## src/rtl/avst_interpolator_pkg.sv

```systemverilog
// Shared constants and types for the Avalon-ST beat interpolator.
package avst_interpolator_pkg;

  localparam int ENABLE_BIT = 0;
  localparam int BUSY_BIT   = 1;
  localparam int FACTOR_LSB = 16;
  localparam int COUNT_LSB  = 32;
  localparam int CNT_W      = 16;
  localparam int EMPTY_W    = 6;

  // Framing side-band captured alongside the held data word.
  typedef struct packed {
    logic               sop;
    logic               eop;
    logic [EMPTY_W-1:0] empty;
  } beat_meta_t;

endpackage

```

## src/rtl/avst_beat_repeater.sv

```systemverilog
// Holds one sink beat and replays it (held_F+1) times on the source,
// keeping SOP on the first copy and EOP/empty on the last copy.
module avst_beat_repeater
  import avst_interpolator_pkg::*;
#(
  parameter int DATA_WIDTH  = 512,
  parameter int EMPTY_WIDTH = EMPTY_W
) (
  input  logic                   clk,
  input  logic                   reset,
  input  logic                   enable,
  input  logic [CNT_W-1:0]       factor,
  input  logic [DATA_WIDTH-1:0]  snk_data,
  input  logic                   snk_valid,
  input  logic                   snk_sop,
  input  logic                   snk_eop,
  input  logic [EMPTY_WIDTH-1:0] snk_empty,
  output logic                   snk_ready,
  output logic [DATA_WIDTH-1:0]  src_data,
  output logic                   src_valid,
  output logic                   src_sop,
  output logic                   src_eop,
  output logic [EMPTY_WIDTH-1:0] src_empty,
  input  logic                   src_ready,
  output logic                   held,
  output logic [CNT_W-1:0]       copy_count
);

  logic                  held_reg;
  logic [DATA_WIDTH-1:0] data_reg;
  beat_meta_t            meta_reg;
  logic [CNT_W-1:0]      held_f_reg;
  logic [CNT_W-1:0]      count_reg;

  logic last_copy;
  logic capture;
  logic src_xfer;

  assign last_copy = held_reg & (count_reg == held_f_reg);
  assign snk_ready = enable & (~held_reg | (src_ready & last_copy));
  assign capture   = snk_valid & snk_ready;
  assign src_xfer  = src_valid & src_ready;

  assign src_valid  = held_reg & enable;
  assign src_data   = data_reg;
  assign src_sop    = held_reg & meta_reg.sop & (count_reg == '0);
  assign src_eop    = meta_reg.eop & last_copy;
  assign src_empty  = src_eop ? EMPTY_WIDTH'(meta_reg.empty) : '0;
  assign held       = held_reg;
  assign copy_count = count_reg;

  // A capture on the last copy replaces the beat in place, so no bubble appears.
  always_ff @(posedge clk or posedge reset) begin
    if (reset) begin
      held_reg   <= 1'b0;
      data_reg   <= '0;
      meta_reg   <= '0;
      held_f_reg <= '0;
      count_reg  <= '0;
    end else if (capture) begin
      held_reg       <= 1'b1;
      data_reg       <= snk_data;
      meta_reg.sop   <= snk_sop;
      meta_reg.eop   <= snk_eop;
      meta_reg.empty <= EMPTY_W'(snk_empty);
      held_f_reg     <= factor;
      count_reg      <= '0;
    end else if (src_xfer) begin
      if (last_copy) begin
        held_reg  <= 1'b0;
        count_reg <= '0;
      end else begin
        count_reg <= count_reg + 1'b1;
      end
    end
  end

endmodule

```

## src/rtl/avst_interpolator.sv

```systemverilog
// Avalon-ST beat interpolator top: 64-bit control/status register plus
// the beat repeater datapath.
module avst_interpolator
  import avst_interpolator_pkg::*;
#(
  parameter int DATA_WIDTH  = 512,
  parameter int EMPTY_WIDTH = 6
) (
  input  logic                   clk,
  input  logic                   reset,
  input  logic                   csr_write,
  input  logic [63:0]            csr_writedata,
  input  logic [7:0]             csr_byteenable,
  input  logic                   csr_read,
  output logic [63:0]            csr_readdata,
  input  logic [DATA_WIDTH-1:0]  snk_data,
  input  logic                   snk_valid,
  input  logic                   snk_sop,
  input  logic                   snk_eop,
  input  logic [EMPTY_WIDTH-1:0] snk_empty,
  output logic                   snk_ready,
  output logic [DATA_WIDTH-1:0]  src_data,
  output logic                   src_valid,
  output logic                   src_sop,
  output logic                   src_eop,
  output logic [EMPTY_WIDTH-1:0] src_empty,
  input  logic                   src_ready
);

  logic             enable_reg;
  logic [CNT_W-1:0] factor_reg;
  logic             held;
  logic [CNT_W-1:0] copy_count;

  always_ff @(posedge clk or posedge reset) begin
    if (reset) begin
      enable_reg <= 1'b0;
    end else if (csr_write && csr_byteenable[0]) begin
      enable_reg <= csr_writedata[ENABLE_BIT];
    end
  end

  // Factor bytes are individually writable through byte enables 2 and 3.
  generate
    for (genvar gi = 0; gi < CNT_W / 8; gi++) begin : g_factor_byte
      always_ff @(posedge clk or posedge reset) begin
        if (reset) begin
          factor_reg[gi*8 +: 8] <= 8'h00;
        end else if (csr_write && csr_byteenable[FACTOR_LSB/8 + gi]) begin
          factor_reg[gi*8 +: 8] <= csr_writedata[FACTOR_LSB + gi*8 +: 8];
        end
      end
    end
  endgenerate

  always_comb begin
    csr_readdata = '0;
    if (csr_read) begin
      csr_readdata[ENABLE_BIT]               = enable_reg;
      csr_readdata[BUSY_BIT]                 = held;
      csr_readdata[FACTOR_LSB +: CNT_W]      = factor_reg;
      csr_readdata[COUNT_LSB +: CNT_W]       = copy_count;
    end
  end

  avst_beat_repeater #(
    .DATA_WIDTH  (DATA_WIDTH),
    .EMPTY_WIDTH (EMPTY_WIDTH)
  ) u_repeater (
    .clk        (clk),
    .reset      (reset),
    .enable     (enable_reg),
    .factor     (factor_reg),
    .snk_data   (snk_data),
    .snk_valid  (snk_valid),
    .snk_sop    (snk_sop),
    .snk_eop    (snk_eop),
    .snk_empty  (snk_empty),
    .snk_ready  (snk_ready),
    .src_data   (src_data),
    .src_valid  (src_valid),
    .src_sop    (src_sop),
    .src_eop    (src_eop),
    .src_empty  (src_empty),
    .src_ready  (src_ready),
    .held       (held),
    .copy_count (copy_count)
  );

endmodule

```

## config.mk

```make
export PLATFORM = sky130hd
export DESIGN_NAME = avst_interpolator
export DESIGN_NICKNAME = d
export VERILOG_FILES = /design/src/rtl/avst_interpolator_pkg.sv /design/src/rtl/avst_beat_repeater.sv /design/src/rtl/avst_interpolator.sv
export SDC_FILE = /design/constraint.sdc
export NUM_CORES = 1
export LEC_CHECK = 0
export ABC_AREA = 0
export BUFFER_PORTS_ARGS = -buffer_cell sky130_fd_sc_hd__buf_2
export CAP_MARGIN = 30
export CORE_AREA = 2 2 461 463
export CTS_CLUSTER_SIZE = 25
export DETAILED_ROUTE_END_ITERATION = 8
export DIE_AREA = 0 0 463 465
export PLACE_DENSITY = 0.33
export SYNTH_ARGS = -nofsm -noshare
export SYNTH_HDL_FRONTEND = slang
export SYNTH_SLANG_ARGS = --single-unit
```

## constraint.sdc

```tcl
create_clock -name clk -period 25.5 [get_ports clk]
set_clock_uncertainty 0.2 [all_clocks]
set_input_delay 2.55 -clock clk [delete_from_list [all_inputs] [get_ports clk]]
set_output_delay 2.55 -clock clk [all_outputs]
set_load 0.05 [all_outputs]
```

==> reports/results.ini, run 1 <==
[run_status]
run_status=complete, no violations

[final_layout]
largest_register_ffs=512
drive_gt1_share_pct=69.6
final_nets=3140
syn2layout_area_growth_pct=51.6
layout_common_cells=sky130_fd_sc_hd__buf_2 (1103), sky130_fd_sc_hd__dfrtp_1 (570), sky130_fd_sc_hd__mux2_2 (514)
layout.core_utilization_pct=16.1
final_common_cell=sky130_fd_sc_hd__buf_2
number_of_fill_cells=23700
fin_area_sq_mm=0.0340

[critical_path]
path_class=input pin to output pin
r2r-start=u_repeater.copy_count[6]
worst_ep_arrival_time_ns=3.63
r2r_setup_slack_ns=20.54
reg2reg_to=u_repeater.src_data[291]
cp_max_fo=34
worst-endpoint-required_ns=22.75
critPathCaptureType=output pin
setup.worst_path.start_class=input pin
worst-r2r-cell-count=9

[grt]
via_count_of_the_first_global_routing_pass=17500
antenna_found_initial=103
groute.usage.overall_pct=10.8
grt_overflow_total=0
grt_first_pass_wirelength_um=158000
grt_max_degree=113

[cts]
post-cts-setup-buffer-count=0
cts.root.buffer_cell=sky130_fd_sc_hd__clkbuf_16
number_of_instances_resized_during_post_cts_repair=0
cts_made_buffers=80
worst_setup_hold_path_clk_slew_ns=0.05
numClockSinks=570
ctsHtreeMaxLevel=3
tritoncts=built
cts_buffer_depth=3
hold_buffers=0
worst_skew_pair.late_latency_ns=0.67

[pwr]
report.power.total_mw=5.05
powerDensity_mw_per_mm2=149
ir_worst_vdd_mv=0.0764
leakage_nw=17.1

[hold_path]
hold_path_startpoint=u_repeater.src_data[325]
min_delay_worst_endpoint=u_repeater.src_data[325]
worst_hold_path.num_cells=1
hold_class=flop to flop

[timing]
fmax_mhz=157
period_needed_ns=6.38
setup_viol=0
total_negative_setup_slacks_ns=0
timing.slew.headroom_pct=39.5
final-max-slew-violation-count=0
timing.final.crit_share_pct=25.0
final_hold_viol_count=0
rsz0062_at_grt=false
worst_pin_slew_ns=0.907

[synth]
seq_area_frac_synth_pct=63.6
synthCells=1410
ys.flop_type=sky130_fd_sc_hd__dfrtp_1
netlist_area_sq_mm=0.0224
synth_top_cell_by_area=sky130_fd_sc_hd__dfrtp_1
dominant_combinational_cell_family_by_area_after_synthesis=multiplexers
post_synth_mux_area_share_pct=28.7
syn-mean-instance-area_sq_um=15.9
synth_cell_types=37
synth_edf_count=0
post_synth_and_or_nand_nor_area_fraction_pct=3.10
netlist.area_leader.share_pct=63.6
compound_cell_area_share_of_the_yosys_netlist_pct=0.748
synth_warnings=0
synth_async_sr_flop_share_pct=100
yosys_register_bits=570
yosys-top-cells-area=sky130_fd_sc_hd__dfrtp_1 (64%), sky130_fd_sc_hd__mux2_2 (26%), sky130_fd_sc_hd__mux2_4 (2.7%), sky130_fd_sc_hd__buf_2 (1.3%), sky130_fd_sc_hd__and2_1 (1.0%)
post_synth_fa_ha_maj_area_fraction_pct=0.112
xor_xnor_cell_area_share_of_the_yosys_netlist_pct=0.731

[detailed_routing]
total_number_of_vias=16500
drt_first_pass_iters=4
drc=0
wirelength_um=119000
first_iter_violations=517
viasPerCell=3.03
final_antenna_net_count=0
drt-wirelength-per-cell_um=21.8

[die]
dieWidth_um=463
boundaryPins=1184
die_h_um=465
initial_utilization_pct=10.6
design.die.area_sq_mm=0.215
core_sq_mm=0.211
std_cell_rows=169

[place]
place.detailed.hpwl_um=96900
io_buffer_count=1101
gp_routability_congestion=0.803
placedInstanceArea_sq_mm=0.0311

[job]
maxCapViolCount=0

[layout make-up]
type                    instances  area [sq um]  area share (%)
repair buffers               1124          5730            16.9
diodes                         45           113           0.331
clock inverters                24           369            1.09
flip-flops and latches        570         14300            42.0
multi-input cells             758          7600            22.4
clock buffers                 114          2330            6.87
well taps                    2821          3530            10.4
inverters                       6          30.0          0.0884
[cell usage after synthesis (all sizes together), types with 2 or more instances]
cell / instances
a31oi: 2
a32o: 3
and2: 36
and3: 16
buf: 93
clkbuf: 12
dfrtp: 570
ha: 2
inv: 6
mux2: 554
mux2i: 5
nand2: 27
nand3: 8
nand4: 2
nor2: 8
nor3: 14
nor4: 7
o21ai: 17
or2: 2
xnor2: 8
xor2: 9
[where the power goes]
| part | leakage, nW | internal [mW] | switching, mW |
|---|---|---|---|
| logic | 8.49 | 0.584 | 1.80 |
| registers | 7.29 | 1.28 | 0.213 |
| clock network | 1.30 | 0.715 | 0.458 |
[layer usage]
metal / global-route usage [%] / part of all wire, % / wire length (um) / up-vias
met3: 6.75 / 14 / 16500 / 212
met2: 17.3 / 46 / 54900 / 891
li1: - / - / - / 7221
met4: 3.60 / 3.2 / 3840 / 44
met5: 0 / 0.23 / 271 / -
met1: 11.6 / 37 / 43500 / 8178
[critical path, cell delays in order]
cell                     delay, ns
sky130_fd_sc_hd__buf_2        0.45
sky130_fd_sc_hd__and2_1       0.31
sky130_fd_sc_hd__buf_2        0.30
[through the flow]
| step | cells | setup slack, ns | hold WS (ns) |
|---|---|---|---|
| 2_1_floorplan | 1439 | 6.81 | 0.271 |
| 3_3_place_gp | 5275 | 18.37 | 0.282 |
| 3_5_place_dp | 5278 | 18.38 | 0.287 |
| 4_1_cts | 5416 | 19.08 | 0.299 |
| 5_1_grt | 5427 | 18.95 | 0.306 |
| 6_report | 5462 | 19.12 | 0.295 |
[cell families (layout without fill, tap and decap cells)]
group	Yosys count	after routing
DFF	570	570
muxes	559	559
and+or+nand+nor	123	123
buffers and inverters	111	1268
AOI/OAI and AO/OA	27	27
xor gates and xnor gates	17	17
adders and majority gates	2	2
other	1	75
[worst max path at each step]
stage | from | endpoint | slack [ns] | depth (start not counted)
global route | snk_valid | u_repeater.src_data[304] | 18.95 | 8
detailed placement | snk_valid | u_repeater.src_data[289] | 18.38 | 8
global placement | snk_valid | u_repeater.src_data[292] | 18.37 | 8
floorplan | reset | enable_reg | 6.81 | 1
finish | csr_read | csr_readdata[35] | 19.12 | 3
CTS | csr_read | csr_readdata[35] | 19.08 | 3
(Power assumes the default switching activity.)
==> run 2: changes to the inputs <==
- ABC_AREA: 0 -> 1
- CORE_AREA: 2 2 461 463 -> 2 2 456 458
- DIE_AREA: 0 0 463 465 -> 0 0 458 460
- PLACE_DENSITY: 0.33 -> 0.34
- clock period: 25.5 -> 5.91 ns (I/O delays scaled with it)
==> run 2 against run 1 <==
  * Global-route usage increased by 2.2 points
  * Critical endpoint is now u_repeater.src_data[295]
  * Largest power group unchanged
  * Count of clock-buffer cells in the layout is 4 higher
  * Critical path type is now flop to flop
  * Synthesized cell count up 89%
  * Design area rose by 18%
  * Largest cell class unchanged
==> reports/results.ini, run 2 <==
[synth]
synthCells=2658
synth_cell_types=27
yosys-top-cells-area=sky130_fd_sc_hd__dfrtp_1 (61%), sky130_fd_sc_hd__o21ai_1 (11%), sky130_fd_sc_hd__nand2_1 (10%), sky130_fd_sc_hd__inv_1 (9.6%), sky130_fd_sc_hd__buf_2 (1.5%)
synth_top_cell_by_area=sky130_fd_sc_hd__dfrtp_1
netlist.area_leader.share_pct=61.1
yosys_register_bits=570
synth_async_sr_flop_share_pct=100
cell_with_the_most_instances_after_synthesis=sky130_fd_sc_hd__nand2_1
synth_warnings=0
synth_edf_count=0
syn-mean-instance-area_sq_um=8.78
synth_commonest_cells=sky130_fd_sc_hd__nand2_1 (630), sky130_fd_sc_hd__inv_1 (599), sky130_fd_sc_hd__dfrtp_1 (570), sky130_fd_sc_hd__o21ai_1 (527), sky130_fd_sc_hd__buf_2 (70)
seq_area_frac_synth_pct=61.1
ys.flop_type=sky130_fd_sc_hd__dfrtp_1
netlist_area_sq_mm=0.0233

[place]
placed_cells_incl_taps=6357
placedInstanceArea_sq_mm=0.0318
io_buffer_count=1101
gp_routability_congestion=0.885
place.detailed.hpwl_um=113000

[final_layout]
syn2layout_area_growth_pct=71.4
final_nets=4873
largest_register_ffs=512
layout_common_cells=sky130_fd_sc_hd__buf_2 (1101), sky130_fd_sc_hd__nand2_1 (630), sky130_fd_sc_hd__inv_1 (598)
multi_input_area_sq_mm=0.00606
drive_gt1_share_pct=29.6
final_cell_count_no_fill=7056
final_common_cell=sky130_fd_sc_hd__buf_2
fin_area_sq_mm=0.0400
number_of_fill_cells=23300
layout.core_utilization_pct=19.4
register_area_sq_mm=0.0143

[die]
initial_utilization_pct=11.3
std_cell_rows=167
boundaryPins=1184
dieWidth_um=458
die_h_um=460
design.die.area_sq_mm=0.211
core_sq_mm=0.206

[pwr]
clkPwrFrac_pct=21.8
gate_power_share_pct=49.6
report.power.total_mw=23.9
powerDensity_mw_per_mm2=598
leakage_nw=21.5
cell_int_power_mw=11.2
ir_worst_vdd_mv=0.395
net-switching-power_mw=12.7
net_switching_fraction_of_the_power_pct=53.1
power.share.sequential_pct=28.5

[cts]
ctsHtreeMaxLevel=3
worst_skew_pair.late_latency_ns=0.72
cts_made_buffers=82
cts.root.buffer_cell=sky130_fd_sc_hd__clkbuf_16
worst_setup_hold_path_clk_slew_ns=0.06
tritoncts=built
numClockSinks=570
post-cts-setup-buffer-count=0
cts_buffer_depth=3

[timing]
period_needed_ns=3.71
final-max-slew-violation-count=0
timing.slew.headroom_pct=33.7
fmax_mhz=270
worst_pin_slew_ns=0.994
setup_viol=0
final_hold_viol_count=0
timing.final.crit_share_pct=62.7
total_negative_setup_slacks_ns=0
rsz0062_at_grt=false

[grt]
groute.usage.overall_pct=13.0
antenna_found_initial=79
grt_max_degree=185
via_count_of_the_first_global_routing_pass=24100
grt_first_pass_wirelength_um=192000
grt_overflow_total=0

[critical_path]
startpoint=u_repeater.copy_count[3]
r2r-start=u_repeater.copy_count[3]
worst_ep_arrival_time_ns=4.02
critical_path.cell_chain=inv_2 > nand2_1 > nand2_1 > nor2_1 > nand2_1 > nor2_1 > nand2_1 > o21bai_2 > nand3_4 > buf_12 > buf_12 > nand2_1 > o21ai_1
worst-endpoint-required_ns=6.23
r2r_setup_slack_ns=2.20
cp_max_fo=170
setup.worst_path.start_class=flop
path_class=flop to flop
cp_slowest_stage_delay_ns=0.56
critPathCaptureType=flop
timing.critical_path.mode_cell=sky130_fd_sc_hd__nand2_1
worst_path_max_delay_cell=sky130_fd_sc_hd__dfrtp_1
worst-r2r-cell-count=13

[detailed_routing]
drt_first_pass_iters=5
wirelength_um=140000
drt-wirelength-per-cell_um=19.9
final_antenna_net_count=0
drc=0
total_number_of_vias=23500
viasPerCell=3.33
first_iter_violations=1247

[job]
maxCapViolCount=0

[hold_path]
hold_path_startpoint=snk_data[151]
hold_class=input pin to flop
worst_hold_path.num_cells=3

[run_status]
run_status=complete, no violations

==> run 2: kinds of logic after synthesis <==
kind of cell               share of synthesized area [%]
AOI/OAI and AO/OA                                   12.0
xor gates and xnor gates                           0.188
adders and majority gates                          0.107
buffers and inverters                               13.4
DFF                                                 61.1
muxes                                              0.772
other                                             0.0161
and+or+nand+nor                                     12.4
==> run 2: area by class of cell <==
| type | instances | share of cell area [%] |
|---|---|---|
| timing repair buffer | 1661 | 27.9 |
| sequential | 570 | 35.6 |
| clock buffer | 118 | 5.87 |
| inverter | 607 | 5.70 |
| antenna | 15 | 0.0938 |
| tap | 2704 | 8.46 |
| clock inverter | 30 | 1.18 |
| multi-input combinational | 1351 | 15.2 |
==> run 2: path summary, 6_finish.rpt <==
path | to
worst max-delay path | u_repeater.src_data[295]
worst min-delay path | u_repeater.src_data[151]
worst max register to register | u_repeater.src_data[295]
worst min register to register | u_repeater.src_data[358]
max in group asynchronous | u_repeater.src_data[396]
min in group asynchronous | u_repeater.src_data[203]
==> run 2: worst max-delay path, delay by kind of cell, from the launching register on <==
family                 cells  cell delay, ns
AOI/OAI and AO/OA          2            0.28
DFF                        1            0.56
buffers and inverters      3            0.84
and+or+nand+nor            8            1.29
==> run 2: per-stage QoR <==
stage	hold slack (ns)	worst slack, ns
6_report	0.130	2.20
3_3_place_gp	0.268	2.00
4_1_cts	0.00900	2.00
3_5_place_dp	0.273	2.03
5_1_grt	0.111	1.84
2_1_floorplan	0.259	-2.64
==> run 2: layer usage <==
| metal | global-route usage [%] | part of all wire, % | vias up |
|---|---|---|---|
| met5 | 0 | 0.10 | - |
| met4 | 3.30 | 2.3 | 22 |
| met3 | 5.23 | 10 | 232 |
| met2 | 20.3 | 44 | 972 |
| met1 | 16.5 | 43 | 11000 |
| li1 | - | - | 11300 |
==> run 2: repair_timing <==
| item | 4_1_cts | 5_1_grt |
|---|---|---|
| hold buffers | 535 | 0 |
| resized for setup | 0 | 0 |
| hold endpoints to repair | 535 | 0 |
| setup endpoints to repair | 0 | 0 |
==> run 2: power by group through the flow <==
stage	Combinational (mW)	Sequential [mW]	Clock, mW
after global routing	12.7	7.07	5.64
final	11.9	6.82	5.23
after CTS	12.1	6.85	5.51
after detailed placement	11.8	6.86	0
after global placement	11.8	6.84	0
after floorplan	2.29	12.4	0
